--- src/rtl/mem_arbiter_if.sv ---
// Request/grant bundle between the four cores, the broadcast loader and the DRAM arbiter.
interface mem_arbiter_if;
  logic [3:0] rd_req;
  logic [3:0] wr_req;
  logic [3:0] end_process;
  logic       bcast_req;
  logic [3:0] mode;
  logic [3:0] grant;
  logic [3:0] ack;
  logic       bcast_ack;
  logic       busy;

  modport master (
    output rd_req, wr_req, end_process, bcast_req,
    input  mode, grant, ack, bcast_ack, busy
  );

  modport slave (
    input  rd_req, wr_req, end_process, bcast_req,
    output mode, grant, ack, bcast_ack, busy
  );
endinterface

--- src/rtl/mem_arbiter.sv ---
// Round-robin arbiter for a shared DRAM path: four cores plus a priority broadcast load.
// Each grant holds mode/grant for ACCESS_CYCLES cycles, then a one-cycle DONE pulses the ack.
module mem_arbiter #(
  parameter int unsigned ACCESS_CYCLES = 2,
  parameter logic [3:0]  IDLE_MODE     = 4'd15
) (
  input logic           clock,
  input logic           reset_n,
  mem_arbiter_if.slave  bus
);

  localparam logic [1:0] IDLE   = 2'd0;
  localparam logic [1:0] ACCESS = 2'd1;
  localparam logic [1:0] DONE   = 2'd2;

  logic [1:0] state;
  logic [1:0] ptr;
  logic [1:0] owner;
  logic       is_bcast;
  logic [7:0] cnt;
  logic [3:0] eligible;
  logic [1:0] pick_idx;
  logic       pick_valid;

  assign eligible = (bus.rd_req | bus.wr_req) & ~bus.end_process;

  // First eligible core at or after ptr, wrapping 3 -> 0.
  always_comb begin
    pick_valid = 1'b0;
    pick_idx   = ptr;
    for (int unsigned i = 0; i < 4; i++) begin
      if (!pick_valid && eligible[ptr + 2'(i)]) begin
        pick_valid = 1'b1;
        pick_idx   = ptr + 2'(i);
      end
    end
  end

  always_ff @(posedge clock or negedge reset_n) begin
    if (!reset_n) begin
      state         <= IDLE;
      ptr           <= '0;
      owner         <= '0;
      is_bcast      <= 1'b0;
      cnt           <= '0;
      bus.mode      <= IDLE_MODE;
      bus.grant     <= '0;
      bus.ack       <= '0;
      bus.bcast_ack <= 1'b0;
      bus.busy      <= 1'b0;
    end else begin
      bus.ack       <= '0;
      bus.bcast_ack <= 1'b0;
      case (state)
        IDLE: begin
          if (bus.bcast_req) begin
            state     <= ACCESS;
            is_bcast  <= 1'b1;
            bus.mode  <= 4'd0;
            bus.grant <= '1;
            bus.busy  <= 1'b1;
            cnt       <= 8'(ACCESS_CYCLES - 1);
          end else if (pick_valid) begin
            state     <= ACCESS;
            is_bcast  <= 1'b0;
            owner     <= pick_idx;
            // Read wins when a core raises both; its write re-arbitrates later.
            bus.mode  <= bus.rd_req[pick_idx] ? ({2'b00, pick_idx} + 4'd1)
                                              : ({2'b00, pick_idx} + 4'd5);
            bus.grant <= 4'b0001 << pick_idx;
            bus.busy  <= 1'b1;
            cnt       <= 8'(ACCESS_CYCLES - 1);
          end
        end
        ACCESS: begin
          if (cnt == '0) begin
            state     <= DONE;
            bus.mode  <= IDLE_MODE;
            bus.grant <= '0;
            if (is_bcast) bus.bcast_ack <= 1'b1;
            else          bus.ack       <= 4'b0001 << owner;
          end else begin
            cnt <= cnt - 8'd1;
          end
        end
        DONE: begin
          state    <= IDLE;
          bus.busy <= 1'b0;
          if (!is_bcast) ptr <= owner + 2'd1;
        end
        default: begin
          state    <= IDLE;
          bus.busy <= 1'b0;
        end
      endcase
    end
  end

endmodule

--- src/flat_wrapper.sv ---
// flat-port wrapper written by rule: the top's interface ports become plain ports
module mem_arbiter_flat 
#(
  parameter int unsigned ACCESS_CYCLES = 2,
  parameter logic [3:0]  IDLE_MODE     = 4'd15
)
  (clock, reset_n, bus_rd_req, bus_wr_req, bus_end_process, bus_bcast_req, bus_mode, bus_grant, bus_ack, bus_bcast_ack, bus_busy);
  mem_arbiter_if bus_i ();
  input logic clock;
  input logic reset_n;
  input wire logic [$bits(bus_i.rd_req)-1:0] bus_rd_req;
  input wire logic [$bits(bus_i.wr_req)-1:0] bus_wr_req;
  input wire logic [$bits(bus_i.end_process)-1:0] bus_end_process;
  input wire logic [$bits(bus_i.bcast_req)-1:0] bus_bcast_req;
  output wire logic [$bits(bus_i.mode)-1:0] bus_mode;
  output wire logic [$bits(bus_i.grant)-1:0] bus_grant;
  output wire logic [$bits(bus_i.ack)-1:0] bus_ack;
  output wire logic [$bits(bus_i.bcast_ack)-1:0] bus_bcast_ack;
  output wire logic [$bits(bus_i.busy)-1:0] bus_busy;
  assign bus_i.rd_req = bus_rd_req;
  assign bus_i.wr_req = bus_wr_req;
  assign bus_i.end_process = bus_end_process;
  assign bus_i.bcast_req = bus_bcast_req;
  assign bus_mode = bus_i.mode;
  assign bus_grant = bus_i.grant;
  assign bus_ack = bus_i.ack;
  assign bus_bcast_ack = bus_i.bcast_ack;
  assign bus_busy = bus_i.busy;
  mem_arbiter #(.ACCESS_CYCLES(ACCESS_CYCLES), .IDLE_MODE(IDLE_MODE)) u_core (.clock(clock), .reset_n(reset_n), .bus(bus_i));
endmodule
--- config.mk ---
export PLATFORM = sky130hd
export DESIGN_NAME = mem_arbiter_flat
export DESIGN_NICKNAME = d
export VERILOG_FILES = /design/src/rtl/mem_arbiter_if.sv /design/src/rtl/mem_arbiter.sv /design/src/flat_wrapper.sv
export SDC_FILE = /design/constraint.sdc
export NUM_CORES = 1
export LEC_CHECK = 0
export BUFFER_PORTS_ARGS = -buffer_cell sky130_fd_sc_hd__buf_2
export CORE_ASPECT_RATIO = 0.8
export CORE_MARGIN = 10
export CORE_UTILIZATION = 45
export DETAILED_ROUTE_END_ITERATION = 7
export PLACE_DENSITY = 0.67
export SYNTH_ARGS = -nofsm -noshare
export SYNTH_HDL_FRONTEND = slang
export SYNTH_SLANG_ARGS = --single-unit
--- constraint.sdc ---
create_clock -name clock -period 5.7 [get_ports clock]
set_input_delay 0.285 -clock clock [delete_from_list [all_inputs] [get_ports clock]]
set_output_delay 0.285 -clock clock [all_outputs]
set_load 0.01 [all_outputs]
==> out/results.txt, run 1 <==
The flow ran to the end, and the final reports show no timing, DRC or antenna violations. Detailed routing inserted a total of 1,142 vias. Dividing the detail-routed wire length by the instance count gives 15.00 µm. In the final layout, the multi-input gates occupy 754.5 µm². The routability-driven placement congestion ratio is 0.7733, and the number of gates given a new drive strength after cts is 0.

The die is 72.39 µm tall. The logs give 0 for the global route total overflow and 4 for the number of iterations in the first detailed-routing pass. Counting every sink on the clock net gives 29. The tools report the first-pass GRT wire length as 5.533 mm. The minimum period implied by the final worst setup slack is 2049 ps, and the post-synthesis sequential area ratio is 47.33%. The clock transition at the registers of the reported paths came out at 70 ps. The tightest min-delay check is of the in2async type. Once layout is complete, the utilization of the core stands at 57.32%. Top achievable clock speed: 0.4880 GHz. Synthesis produced a netlist with a net count of 170.

The run gives 0 as the number of hold violations in the final report. In the post-route analysis, the smallest setup slack over all paths is 3651 ps. Entering global routing, the biggest net connects 30 pins. Dividing the synthesized area by the synthesized cell count gives 10.72 µm². In this run, synthesis produced a sequential element count of 29. The die width was 85.49 µm; the number of setup buffers added after CTS was 0. Counting the buffers created by CTS gives 5. In this run the worst path has a maximum fanout of 6. Relative to the synthesized area, the layout overhead comes to 18.72%. In the final design database the tool counted 202 nets.

The tool flagged a number of max-cap violations equal to 0. In the global route stage, overall resource usage came out at 11.00%. The logs give 18 for the cell row count and 0 for the final count of pins violating max slew.

The repair_antennas step left the layout with diodes totalling 0. The worst setup path is captured at a register. The detail-routed via count per cell came out at 5.263.

Summing every instance area after synthesis gives 1544 µm². In the layout the commonest cells are 28 x sky130_fd_sc_hd__buf_2, 25 x sky130_fd_sc_hd__dfrtp_1, 13 x sky130_fd_sc_hd__nor2_1. The cell count after synthesis came out at 144. In this run, distinct cell masters in the synthesized netlist total 46. For this run, the number of Yosys warnings is 0. The logs give 53 for the iteration-0 DRC count of the detailed router and 3361 ps for the worst slack at placement.

TritonCTS built the clock tree. The placed wire-length estimate is 2.470 mm, and the cell area after placement is 1713 µm². The tools report the critical path startpoint category as an input port. The most instantiated flip-flop cell in the synthesis netlist was sky130_fd_sc_hd__dfrtp_1.

The library cell used most frequently in the layout, excluding fill and tap cells, is sky130_fd_sc_hd__buf_2. The power per standard cell area came out at 249.3 nW/µm². The worst-case IR drop observed on VDD is 0.1338 mV. After detailed routing, the total wire length is 3.255 mm. The number of levels in the clock H-tree came out at 2. Headroom to the max-slew limit came out at 58.30%. For the number of global-route vias before repair, the log shows 1,162. The transition at the pin with the smallest max-transition slack is 625.5 ps, and the number of I/O pins is 29. For the final routed database, the setup TNS stands at 0 ps.

The final antenna-violating net count is 0, and the insertion delay of the later-clocked pin in the worst-skew pair is 280 ps. Yosys mapped a number of flops with a built-in enable equal to 0. The tools report the maximum clock path buffer count as 2.

The setup path with the least slack is of type in2reg. Clock skew on the completed layout was measured at 7.636 ps. For this design, the CTS-stage hold fixing added 0 buffers. The die area was 6189 µm²; the final critical-path share of the clock period was 35.95%. The tools report the initial antenna violation count as 0. During placement, the flow inserted port buffers numbering 28.

The run gives 3198 µm² as the floorplan core area. The root buffer cell chosen for the clock tree is sky130_fd_sc_hd__clkbuf_8. The initial utilization of the core area, before any placement, comes to 48.28%. Fill cells in the final layout number 293. The post-route netlist has 32.20% of its cells at a drive strength greater than 1. The post-route cell area was 1833 µm². The arrival time reported for the critical path endpoint was 2260 ps. Overall power consumption after layout is estimated at 456.9 µW. After synthesis, the share of flip-flops with an asynchronous set or reset is 100.0%.

Summed over all cells, the static leakage comes to 0.0009079 µW. Setup repair after global routing left no endpoint under its margin. Setup violations remaining at the end of the flow were counted as 0. The logs give 0 for the number of DRC violations after detailed routing and 5910 ps for the required time of the critical path.

Registers take 730.7 µm².
## layer usage
layer | routed length [µm] | global-route usage, % | part of all wire (%) | vias up
met5 | 0 | 0 | 0 | -
met4 | 46 | 4.927 | 1.4 | 0
met3 | 177 | 4.241 | 5.4 | 5
met2 | 1583 | 18.27 | 49 | 20
met1 | 1447 | 12.28 | 44 | 553
li1 | - | - | - | 564
## through the flow
step           cells  hold slack [ps]
2_1_floorplan    144           -10.59
3_3_place_gp     209            335.1
3_5_place_dp     209            340.2
4_1_cts          217            35.60
5_1_grt          217            59.57
6_report         217            20.75
## path summary, 6_finish.rpt
path,startpoint,endpoint,slack [ps],cells after the start
max in group asynchronous,reset_n,u_core.bus.busy$_DFFE_PN0P_,5270,1
hold reg to reg,u_core.bus.busy$_DFFE_PN0P_,u_core.bus.busy$_DFFE_PN0P_,510,2
setup reg to reg,u_core.ptr[1]$_DFFE_PN0P_,u_core.bus.mode[2]$_DFFE_PN1P_,3680,8
min in group clock,bus_bcast_req,u_core.bus.mode[0]$_DFFE_PN1P_,350,2
hold / removal,reset_n,u_core.cnt[2]$_DFFE_PN0P_,20,1
setup / recovery,bus_wr_req[2],u_core.bus.mode[2]$_DFFE_PN1P_,3650,9
## registers in the layout (all words and copies together), names as in the netlist
signal,flops
u_core.owner,2
u_core.ptr,2
u_core.bus.grant,4
u_core.bus.busy,1
u_core.state,2
u_core.is_bcast,1
u_core.bus.bcast_ack,1
u_core.bus.ack,4
u_core.cnt,8
u_core.bus.mode,4
## worst max-delay path, cell delays in order
cell and delay, ps:
sky130_fd_sc_hd__buf_2 100, sky130_fd_sc_hd__o21bai_1 340, sky130_fd_sc_hd__nand2_1 100, sky130_fd_sc_hd__o2bb2ai_1 150, sky130_fd_sc_hd__a221oi_2 480, sky130_fd_sc_hd__mux2_2 400, sky130_fd_sc_hd__ha_1 260, sky130_fd_sc_hd__nand3b_1 80
sky130_fd_sc_hd__nand2_1 70
## synth_stat cells, types with 2 or more instances
cell type,number,area share [%]
sky130_fd_sc_hd__mux2i_1,3,1.9
sky130_fd_sc_hd__nor3_1,4,1.3
sky130_fd_sc_hd__dfstp_2,4,6.8
sky130_fd_sc_hd__ha_1,11,8.9
sky130_fd_sc_hd__dfrtp_1,25,41
sky130_fd_sc_hd__and2_1,5,2.0
sky130_fd_sc_hd__clkbuf_1,2,0.49
sky130_fd_sc_hd__o22ai_1,2,0.81
sky130_fd_sc_hd__nor2_1,13,3.2
sky130_fd_sc_hd__o21bai_1,5,2.4
sky130_fd_sc_hd__or3_1,2,0.81
sky130_fd_sc_hd__inv_1,8,1.9
sky130_fd_sc_hd__o21ai_0,7,2.3
sky130_fd_sc_hd__xor2_1,3,1.7
sky130_fd_sc_hd__a21oi_1,8,2.6
sky130_fd_sc_hd__nand2_1,8,1.9
sky130_fd_sc_hd__nand3b_1,3,1.5
sky130_fd_sc_hd__mux2_2,2,1.5
sky130_fd_sc_hd__inv_2,2,0.49
## report_power, final
| group | internal [µW] | switching (µW) |
|---|---|---|
| Sequential | 206 | 0 |
| Clock | 142 | 80.7 |
| Combinational | 11.2 | 17.2 |
## layout make-up
| class | count | area share [%] |
|---|---|---|
| tap | 40 | 2.730 |
| clock inverter | 2 | 2.048 |
| clock buffer | 6 | 4.505 |
| multi-input combinational | 102 | 41.16 |
| timing repair buffer | 28 | 7.645 |
| sequential | 29 | 39.86 |
| inverter | 10 | 2.048 |
## cells by family (layout without fill, tap and decap cells)
| family | after synthesis | after routing | share of synthesized area (%) |
|---|---|---|---|
| mux | 6 | 6 | 4.376 |
| xor+xnor | 4 | 4 | 2.269 |
| fa+ha+maj | 11 | 11 | 8.914 |
| simple gates | 47 | 47 | 17.34 |
| compound gates | 34 | 34 | 15.97 |
| buf+inv | 13 | 46 | 3.809 |
| flops | 29 | 29 | 47.33 |
Power figures use the tool's default switching activity.
==> run 2: changes to the inputs <==
--- a/config.mk
+++ b/config.mk
@@ -5,12 +5,13 @@
 export SDC_FILE = /design/constraint.sdc
 export NUM_CORES = 1
 export LEC_CHECK = 0
+export ABC_AREA = 1
 export BUFFER_PORTS_ARGS = -buffer_cell sky130_fd_sc_hd__buf_2
 export CORE_ASPECT_RATIO = 0.8
 export CORE_MARGIN = 10
 export CORE_UTILIZATION = 45
 export DETAILED_ROUTE_END_ITERATION = 7
-export PLACE_DENSITY = 0.67
+export PLACE_DENSITY = 0.66
 export SYNTH_ARGS = -nofsm -noshare
 export SYNTH_HDL_FRONTEND = slang
 export SYNTH_SLANG_ARGS = --single-unit
==> constraint.sdc (replaced) <==
create_clock -name clock -period 1.95 [get_ports clock]
set_input_delay 0.0975 -clock clock [delete_from_list [all_inputs] [get_ports clock]]
set_output_delay 0.0975 -clock clock [all_outputs]
set_load 0.01 [all_outputs]
==> run 2 against run 1 <==
Net effect: critical endpoint unchanged; via count up 52%; non-clock buffer count up 31; die area up 15%; largest cell class unchanged; clock skew down 1.9 ps; the flow now finishes with violations (negative setup slack); worst hold slack better by 140 ps; design area up 45%; synthesized cell count up 69%; clock-buffer cell count up 1; critical path depth up 4; sequential power rose to 5.0 times the previous value; cell count up 67%.
==> out/results.txt, run 2 <==
The final critical-path share of the clock period is 113.3%. The routability-driven placement congestion ratio is 0.8412 (+8.8%). The tools report the global route total overflow as 0 (unchanged).

Setup repair after global routing could not meet its margin everywhere. The largest stage delay on the critical path came out at 390 ps (-90 ps). The run gives 3.156 mm (+28%) as the placed wire-length estimate. The post-synthesis share of cell area spent on full adders, half adders and majority gates came out at 7.437% (-1.5 points).

The maximum number of pins on one net before global-route repair is 30 (unchanged), and the cell area after placement is 2276 µm² (+33%). The final antenna-violating net count is 0 (unchanged), and the routed wire length is 4.564 mm (+40%). The sequential share of power is 19.0% (-26 points).

The cell type with the highest occurrence count on the critical path is sky130_fd_sc_hd__nand2_2. The maximum fanout along the worst path was 8 (+2); the count of unique library cells instantiated by Yosys was 25 (-46%). For the worst-case setup margin in the final layout, the log shows -259.9 ps (-3911 ps). The arrival time reported for the critical path endpoint was 2420 ps (+160 ps).

The number of flip-flops under the largest register name came out at 8 (unchanged). The worst reg-to-reg path cell count came out at 13 (+5). The most area-hungry cell type in the Yosys netlist was sky130_fd_sc_hd__dfrtp_1. Power per standard cell area: 2075 nW/µm² (+730%). In the synthesized netlist the dominant register cell turns out to be sky130_fd_sc_hd__dfrtp_1. The logs give 1,732 (+52%) for the detailed-route via count and 1,559 (+34%) for the number of global-route vias before repair. The largest individual stage delay along the critical path comes from the cell sky130_fd_sc_hd__dfrtp_1. The critical path is of the reg2reg type. The share of the synthesized area in compound gates (AO/OA/AOI/OAI) came out at 6.356% (-9.6 points).

The library cells used most frequently in the layout, excluding fill and tap cells, are 55 x sky130_fd_sc_hd__nand2_1, 32 x sky130_fd_sc_hd__inv_1, 28 x sky130_fd_sc_hd__buf_2. The run gives 2160 ps (-3750 ps) as the required time of the critical path. The register bank with the most flops is u_core.cnt. The fraction of power spent switching nets was 45.74% (+24 points). In this design, the largest share of critical-path delay is due to simple AND/OR/NAND/NOR gates. For the Yosys warning count, the log shows 0 (unchanged). The area share of xor/xnor cells in the synthesized design was 5.206% (+2.9 points).

STA classifies the critical path endpoint as a register. The endpoint identified for the worst register-to-register timing path is u_core.bus.mode[2]$_DFFE_PN1P_. The class of the tightest hold or removal check is in2reg. For the post-route cell area, the log shows 2655 µm² (+45%). STA classifies the critical path startpoint as a register.

Iteration-0 DRC count of the detailed router: 134 (+150%). The vertical die dimension was 77.36 µm (+6.9%); the share of post-route cells with drive strength above 1 was 40.07% (+7.9 points). After layout, the minimum clock period comes to 2210 ps. The initial core utilization is 47.71% (-0.57 points), and the register-to-register path setup slack is -260 ps (-3940 ps).

The multiplexer area fraction after synthesis came out at 0% (-4.4 points). The detail-routed via count per cell works out to 4.785 (-9.1%). The leakage power summed over all cells was 0.001407 µW (+55%); the maximum clock path buffer count was 2 (unchanged). The number of synthesized register bits is 29 (unchanged), and the number of synthesized flops with an enable pin is 0 (unchanged). The worst register-to-register path begins at u_core.ptr[0]$_DFFE_PN0P_.

Mean instance size in the synthesized netlist: 7.615 µm² (-29%). The clock transition at the registers of the reported paths was 60 ps (about the same). Walking the worst path, the cells encountered are buf_12, xor2_4, nand3_2, nand2_2, nand4_1, buf_4, nand3_2, nand2_4, nand2_2, nand2_2, ha_4, a21oi_2, nor2_1. The run gives 333 (+65%) as the final layout net count. For the worst-case headroom to the max-slew limit, the log shows 57.36% (-0.94 points). The worst voltage drop across the vdd grid is 1.215 mV (+810%).

Insertion delay of the later-clocked pin in the worst-skew pair: 280 ps (about the same). The hold path startpoint was bus_bcast_req. The first-pass GRT wire length was 7.148 mm (+29%); the clock sink total was 29 (unchanged). Sorting the synthesized cells by area gives the leading types as sky130_fd_sc_hd__dfrtp_1 34%, sky130_fd_sc_hd__nand2_1 15%, sky130_fd_sc_hd__ha_1 7.4%, sky130_fd_sc_hd__inv_1 6.7%, sky130_fd_sc_hd__nand3_1 6.5%. The routed length per placed instance was 12.61 µm (-16%); the synthesized netlist net count was 269 (+58%).

The number of max-cap violations is 0 (unchanged), and the combined global-route utilization of all metal layers is 12.14% (+1.1 points). The count of buffers inserted at the top-level ports came out at 28 (unchanged). The final setup TNS is -2164 ps (-2164 ps).

By area, the combinational part of the netlist is dominated by simple AND/OR/NAND/NOR gates. The portion of total power attributed to combinational logic is 72.2% (+66 points). The tools report the number of levels in the clock H-tree as 2 (unchanged). The number of iterations in the first detailed-routing pass is 4 (unchanged), and the number of buffers added by the clock tree synthesis step is 5 (unchanged). Number of DRC violations after detailed routing: 0 (unchanged). The synthesized-area fraction occupied by and/or/nand/nor cells was 32.79% (+15 points); the floorplan core area was 3879 µm² (+21%).

The number of cells traversed by the worst hold path works out to 3. The post-synthesis instance area came out at 1851 µm² (+20%). The number of instances in the synthesized netlist is 243 (+69%), and the top cell type's share of synthesized area is 33.81% (-6.7 points). The fraction of the core area covered by cells at the end of the flow was 68.45% (+11 points). The run gives 8.9% (-40 points) as the power share of the clock group. The share of synthesized registers carrying an async set or reset is 100.0% (unchanged).

The transition at the pin with the smallest max-transition slack is 639.6 ps (+14.13 ps), and the area growth from synthesis to final layout is 43.48%. The initial antenna violation count is 0 (unchanged), and the combined buffer and inverter count along the critical path is 2 (+1). Endpoint of the worst hold-timing path: u_core.bus.grant[2]$_DFFE_PN0P_. After synthesis, the most frequently instantiated cells are 73 x sky130_fd_sc_hd__nand2_1, 33 x sky130_fd_sc_hd__inv_1, 26 x sky130_fd_sc_hd__nor2_1.

For the post-synthesis sequential area ratio, the log shows 39.49% (-7.8 points). By instance count, the leading cell after synthesis is sky130_fd_sc_hd__nand2_1. TritonCTS built the clock tree.

The run gives 0 (unchanged) as the number of hold violations in the final report. Final count of pins violating max slew: 0 (unchanged). The tools report the clock root buffer as sky130_fd_sc_hd__clkbuf_8.

The final setup violation count is 20 (+20). The top achievable clock speed came out at 0.4525 GHz. For the internal power of the cells, the log shows 2990 µW (+730%).

The die area is 7093 µm² (+15%), and the cell row count is 20 (+2). The run finished, with violations left. For the clock skew, the log shows 5.777 ps (-1.858 ps). The run gives 29 (unchanged) as the number of I/O pins. The total chip power was 5510 µW (+1100%).

The leading cell type in the layout, fill and taps excluded was sky130_fd_sc_hd__nand2_1. The checks that failed: negative setup slack. The reported net switching power came out at 2520 µW (+2500%). The die width was 91.70 µm (+7.3%); the count of inserted antenna diode cells was 0 (unchanged).
## run 2: cell count changes after synthesis, sizes merged, moves of 3 or more
cell,delta
buf,+3
nand3,+26
nand3b,-3
o21bai,-5
nand2,+69
inv,+25
mux2i,-3
nor3,-4
nor2,+13
xor2,+4
clkbuf,-3
mux2,-3
and2,-5
## run 2: worst reg2reg max path, stage by stage (launching register included)
cell                      delay (ps)
sky130_fd_sc_hd__dfrtp_1         390
sky130_fd_sc_hd__buf_12          160
sky130_fd_sc_hd__xor2_4          240
sky130_fd_sc_hd__nand3_2         120
sky130_fd_sc_hd__nand2_2          90
sky130_fd_sc_hd__nand4_1         210
sky130_fd_sc_hd__buf_4           230
sky130_fd_sc_hd__nand3_2         100
sky130_fd_sc_hd__nand2_4          70
sky130_fd_sc_hd__nand2_2          70
sky130_fd_sc_hd__nand2_2          70
sky130_fd_sc_hd__ha_4            240
sky130_fd_sc_hd__a21oi_2         120
sky130_fd_sc_hd__nor2_1           50
## run 2: cell type report
class | instances | area [µm²]
Inverter | 35 | 143.9
Multi-Input combinational cell | 177 | 1191
Clock buffer | 7 | 86.33
Sequential cell | 29 | 730.7
Timing Repair Buffer | 59 | 434.2
Fill cell | 311 | 1224
Tap cell | 55 | 68.82
## run 2: worst max path at each step
stage | cells after the start | startpoint | to
finish | 13 | u_core.ptr[0]$_DFFE_PN0P_ | u_core.bus.mode[2]$_DFFE_PN1P_
global route | 14 | u_core.ptr[0]$_DFFE_PN0P_ | u_core.bus.mode[2]$_DFFE_PN1P_
CTS | 14 | u_core.ptr[1]$_DFFE_PN0P_ | u_core.bus.mode[2]$_DFFE_PN1P_
detailed placement | 14 | u_core.ptr[1]$_DFFE_PN0P_ | u_core.bus.mode[2]$_DFFE_PN1P_
global placement | 14 | u_core.ptr[1]$_DFFE_PN0P_ | u_core.bus.mode[2]$_DFFE_PN1P_
floorplan | 15 | u_core.ptr[1]$_DFFE_PN0P_ | u_core.bus.mode[2]$_DFFE_PN1P_
## run 2: power by group through the flow
stage                     Sequential, µW  Combinational, µW  Clock (µW)
after floorplan                     1060               1970           0
after global placement              1030               2920           0
after detailed placement            1040               2950           0
after CTS                           1030               3450         499
after global routing                1070               4390         532
final                               1040               3980         490
## run 2: timing repair
| action | CTS | global route |
|---|---|---|
| pin swaps | 8 | 21 |
| gates resized for setup | 24 | 32 |
| endpoints found under the setup margin | 7 | 17 |
| gates cloned | 0 | 1 |
| buffers inserted | 7 | 3 |
| hold buffers | 1 | 0 |
| endpoints found under the hold margin | 25 | 0 |
## run 2: routing by layer
layer  track usage [%]  share of wire (%)  up-vias
met5                 0                  0        -
met4             4.923                1.1        0
met3             3.654                7.6        5
met2             16.10                 42       64
met1             17.61                 49      773
li1                  -                  -      890
## run 2: logic make-up (layout without fill, tap and decap cells)
kind of cell | count (synthesis) | after routing
simple gates | 136 | 137
flops | 29 | 29
compound gates | 21 | 21
fa+ha+maj | 11 | 11
buf+inv | 38 | 101
xor+xnor | 8 | 8
## run 2: per-stage QoR
step / hold WS [ps] / instances / setup slack (ps)
4_1_cts: 147.5 / 358 / -170.5
2_1_floorplan: -198.1 / 243 / 2.376
3_5_place_dp: 150.6 / 343 / -203.9
3_3_place_gp: 151.0 / 343 / -176.1
6_report: 161.2 / 362 / -259.9
5_1_grt: 176.2 / 362 / -334.7
==> run 3: changes to the inputs <==
--- a/config.mk
+++ b/config.mk
@@ -11,7 +11,7 @@
 export CORE_MARGIN = 10
 export CORE_UTILIZATION = 45
 export DETAILED_ROUTE_END_ITERATION = 7
-export PLACE_DENSITY = 0.66
+export PLACE_DENSITY_LB_ADDON = 0.05
 export SYNTH_ARGS = -nofsm -noshare
 export SYNTH_HDL_FRONTEND = slang
 export SYNTH_SLANG_ARGS = --single-unit
==> run 3 against run 2 <==
Net effect: the flow still finishes with violations (negative setup slack); sequential power is essentially flat; critical path depth shrank 1; largest power group unchanged; worst setup slack improved by 89 ps; worst hold slack gained 6.7 ps; sequential share of layout area is 0.61 points higher; via count decreased by 3.9%; fmax increased by 4.2%; critical endpoint unchanged; flip-flop and latch count is the same; design area decreased by 2.2%; non-clock buffer count fell by 2; clock-buffer cell count shrank 1.
==> out/results.txt, run 3 (synthesis results as in run 2) <==
For the number of levels in the clock H-tree, the log shows 2 (unchanged). Cell area after placement: 2276 µm² (unchanged). The tools report the kind of capture point of the worst setup path as a register. The power per standard cell area came out at 1977 nW/µm² (-4.8%).

For the first-pass GRT wire length, the log shows 7.203 mm (+0.77%). The logs give 5 (unchanged) for the number of buffers added by the clock tree synthesis step and 2 (unchanged) for the maximum clock path buffer count. The share of post-route cells with drive strength above 1 is 41.83% (+1.8 points).

The final layout net count came out at 331 (-0.60%). In this run the most used layer during global routing was met2. The library cell used most frequently in the layout, excluding fill and tap cells, is sky130_fd_sc_hd__nand2_1.

The logs give 0 (unchanged) for the final count of pins violating max slew and 1182 µm² (-0.74%) for the area used by multi-input combinational logic. Worst-case headroom to the max-slew limit: 58.59% (+1.2 points). The initial antenna violation count came out at 0 (unchanged). The area growth from synthesis to final layout is 40.37%, and the number of flip-flops under the largest register name is 8 (unchanged).

The final critical-path share of the clock period was 108.8% (-4.6 points); the clock transition at the registers of the reported paths was 60 ps (about the same). The logs give 6 (+2) for the number of iterations in the first detailed-routing pass and 0.4715 GHz (+4.2%) for the top achievable clock speed. The transition at the pin with the smallest max-transition slack was 621.2 ps (-18.48 ps). Worst slack at placement: -173.3 ps (+30.61 ps). The number of global-route vias before repair was 1,567 (+0.51%); the die area was 7093 µm² (unchanged). Number of max-cap violations: 0 (unchanged). The final antenna-violating net count is 0 (unchanged), and the minimum period implied by the final worst setup slack is 2121 ps (-89.23 ps). Number of cells traversed by the worst hold path: 3 (unchanged). The count of inserted antenna diode cells is 0 (unchanged). Clock sink total: 29 (unchanged). The number of hold violations in the final report is 0 (unchanged), and the cell row count is 20 (unchanged). Category of the most critical setup path: reg2reg.

The detailed-route via count is 1,664 (-3.9%), and the global route total overflow is 0 (unchanged). The worst hold path belongs to the class in2reg. The count of buffers inserted at the top-level ports works out to 28 (unchanged).

The clock skew is 4.167 ps (-1.611 ps). The maximum number of pins on one net before global-route repair is 30 (unchanged), and the detail-routed via count per cell is 4.609 (-3.7%). The number of I/O pins is 29 (unchanged), and the floorplan core area is 3879 µm² (unchanged). The run gives 17.87% (+1.8 points) as the global routing met2 resource utilization. The maximum fanout along the worst path came out at 7 (-1).

The run gives 2597 µm² (-2.2%) as the post-route cell area. The worst-case setup margin in the final layout came out at -170.7 ps (+89.23 ps). The run gives 0.8607 (+2.3%) as the routability-driven placement congestion ratio. The run gives 72 (-46%) as the iteration-0 DRC count of the detailed router.

The register cell area after layout was 730.7 µm² (unchanged). Setup repair after global routing could not meet its margin everywhere. The combined global-route utilization of all metal layers came out at 12.26% (+0.12 points).

The number of DRC violations after detailed routing was 0 (unchanged). Counting flops per register, the top entry is u_core.cnt. The run finished, with violations left. CTS placed an instance of sky130_fd_sc_hd__clkbuf_8 at the clock tree root. The checks that failed: negative setup slack. For the fraction of met3 tracks used by global routing, the log shows 5.385% (+1.7 points).

The run gives 15 (-25%) as the final setup violation count. The worst setup path is launched from a register. Arrival time reported for the critical path endpoint: 2340 ps (-80 ps). The tools report the placed wire-length estimate as 3.224 mm (+2.2%).

Leaving out fill and tap cells, the most frequent cells in the layout are 54 x sky130_fd_sc_hd__nand2_1, 30 x sky130_fd_sc_hd__inv_1, 28 x sky130_fd_sc_hd__buf_2. TritonCTS built the clock tree. The vertical die dimension came out at 77.36 µm (unchanged). The tools report the insertion delay of the later-clocked pin in the worst-skew pair as 280 ps (about the same). The logs give 16.16% (-1.5 points) for the global-route track usage on met1 and 1.165 mV (-4.2%) for the worst voltage drop across the vdd grid.

The routed length per placed instance came out at 12.18 µm (-3.4%). The initial core utilization was 47.71% (unchanged). The worst reg-to-reg path cell count was 12 (-1).

The total of fill cells in the finished design came out at 323 (+3.9%). The routed wire length came out at 4.397 mm (-3.7%). The total chip power is 5134 µW (-6.8%). The logs give 2160 ps (about the same) for the required time of the critical path and 0.001378 µW (-2.1%) for the leakage power summed over all cells.

The die width is 91.70 µm (unchanged).
-- run 3: per-layer routing --
layer / vias to the layer above / share of wire [%] / wire length (µm)
met5: - / 0 / 0
met4: 0 / 1.2 / 53
met3: 7 / 7.6 / 332
met2: 36 / 43 / 1904
met1: 738 / 48 / 2107
li1: 883 / - / -
-- run 3: power breakdown --
group          internal [µW]  total (µW)  switching [µW]
clock                    246         464             218
sequential               876        1030             155
combinational           1620        3640            2020
total                   2740        5130            2390
-- run 3: worst max-delay path: stages (launching register included) --
cell                      delay (ps)
sky130_fd_sc_hd__dfrtp_1         410
sky130_fd_sc_hd__buf_12          160
sky130_fd_sc_hd__xor2_4          220
sky130_fd_sc_hd__nand3_2         120
sky130_fd_sc_hd__nand2_4         100
sky130_fd_sc_hd__nand4_1         140
sky130_fd_sc_hd__buf_4           190
sky130_fd_sc_hd__nand2_4          70
sky130_fd_sc_hd__nand2_4          70
sky130_fd_sc_hd__ha_4            170
sky130_fd_sc_hd__ha_4            260
sky130_fd_sc_hd__a21oi_2          40
sky130_fd_sc_hd__nor2_1          110
-- run 3: path summary, 6_finish.rpt --
| check | end | slack, ps | start |
|---|---|---|---|
| setup / recovery | u_core.bus.mode[2]$_DFFE_PN1P_ | -170 | u_core.ptr[0]$_DFFE_PN0P_ |
| hold / removal | u_core.bus.grant[1]$_DFFE_PN0P_ | 170 | bus_bcast_req |
| setup reg to reg | u_core.bus.mode[2]$_DFFE_PN1P_ | -170 | u_core.ptr[0]$_DFFE_PN0P_ |
| hold reg to reg | u_core.bus.grant[1]$_DFFE_PN0P_ | 490 | u_core.bus.grant[1]$_DFFE_PN0P_ |
| max in group asynchronous | u_core.bus.grant[2]$_DFFE_PN0P_ | 1180 | reset_n |
| min in group asynchronous | u_core.ptr[0]$_DFFE_PN0P_ | 360 | reset_n |
-- run 3: repair_timing --
| item | in CTS | in global routing |
|---|---|---|
| pin swaps | 13 | 23 |
| cloned | 0 | 1 |
| resized for setup | 11 | 38 |
| setup endpoints to repair | 7 | 19 |
| buffers inserted | 3 | 5 |
| hold buffers | 1 | 0 |
| hold endpoints to repair | 25 | 0 |
-- run 3: final cells by class --
cell class / count / share of cell area, %
sequential: 29 / 28.13
clock buffer: 6 / 2.794
inverter: 35 / 5.540
clock inverter: 2 / 0.3854
multi-input combinational: 177 / 45.52
tap: 55 / 2.649
timing repair buffer: 57 / 14.98
-- run 3: stage by stage --
stage	hold WS, ps	TNS [ps]	util [%]	instances
final	168.0	-1025	66.97	361
after global routing	183.8	-3012	66.97	361
after CTS	157.6	-567.8	62.45	355
after detailed placement	153.9	-656.9	58.68	343
after global placement	158.0	-527.5	58.68	343
after floorplan	-198.1	0	-	243
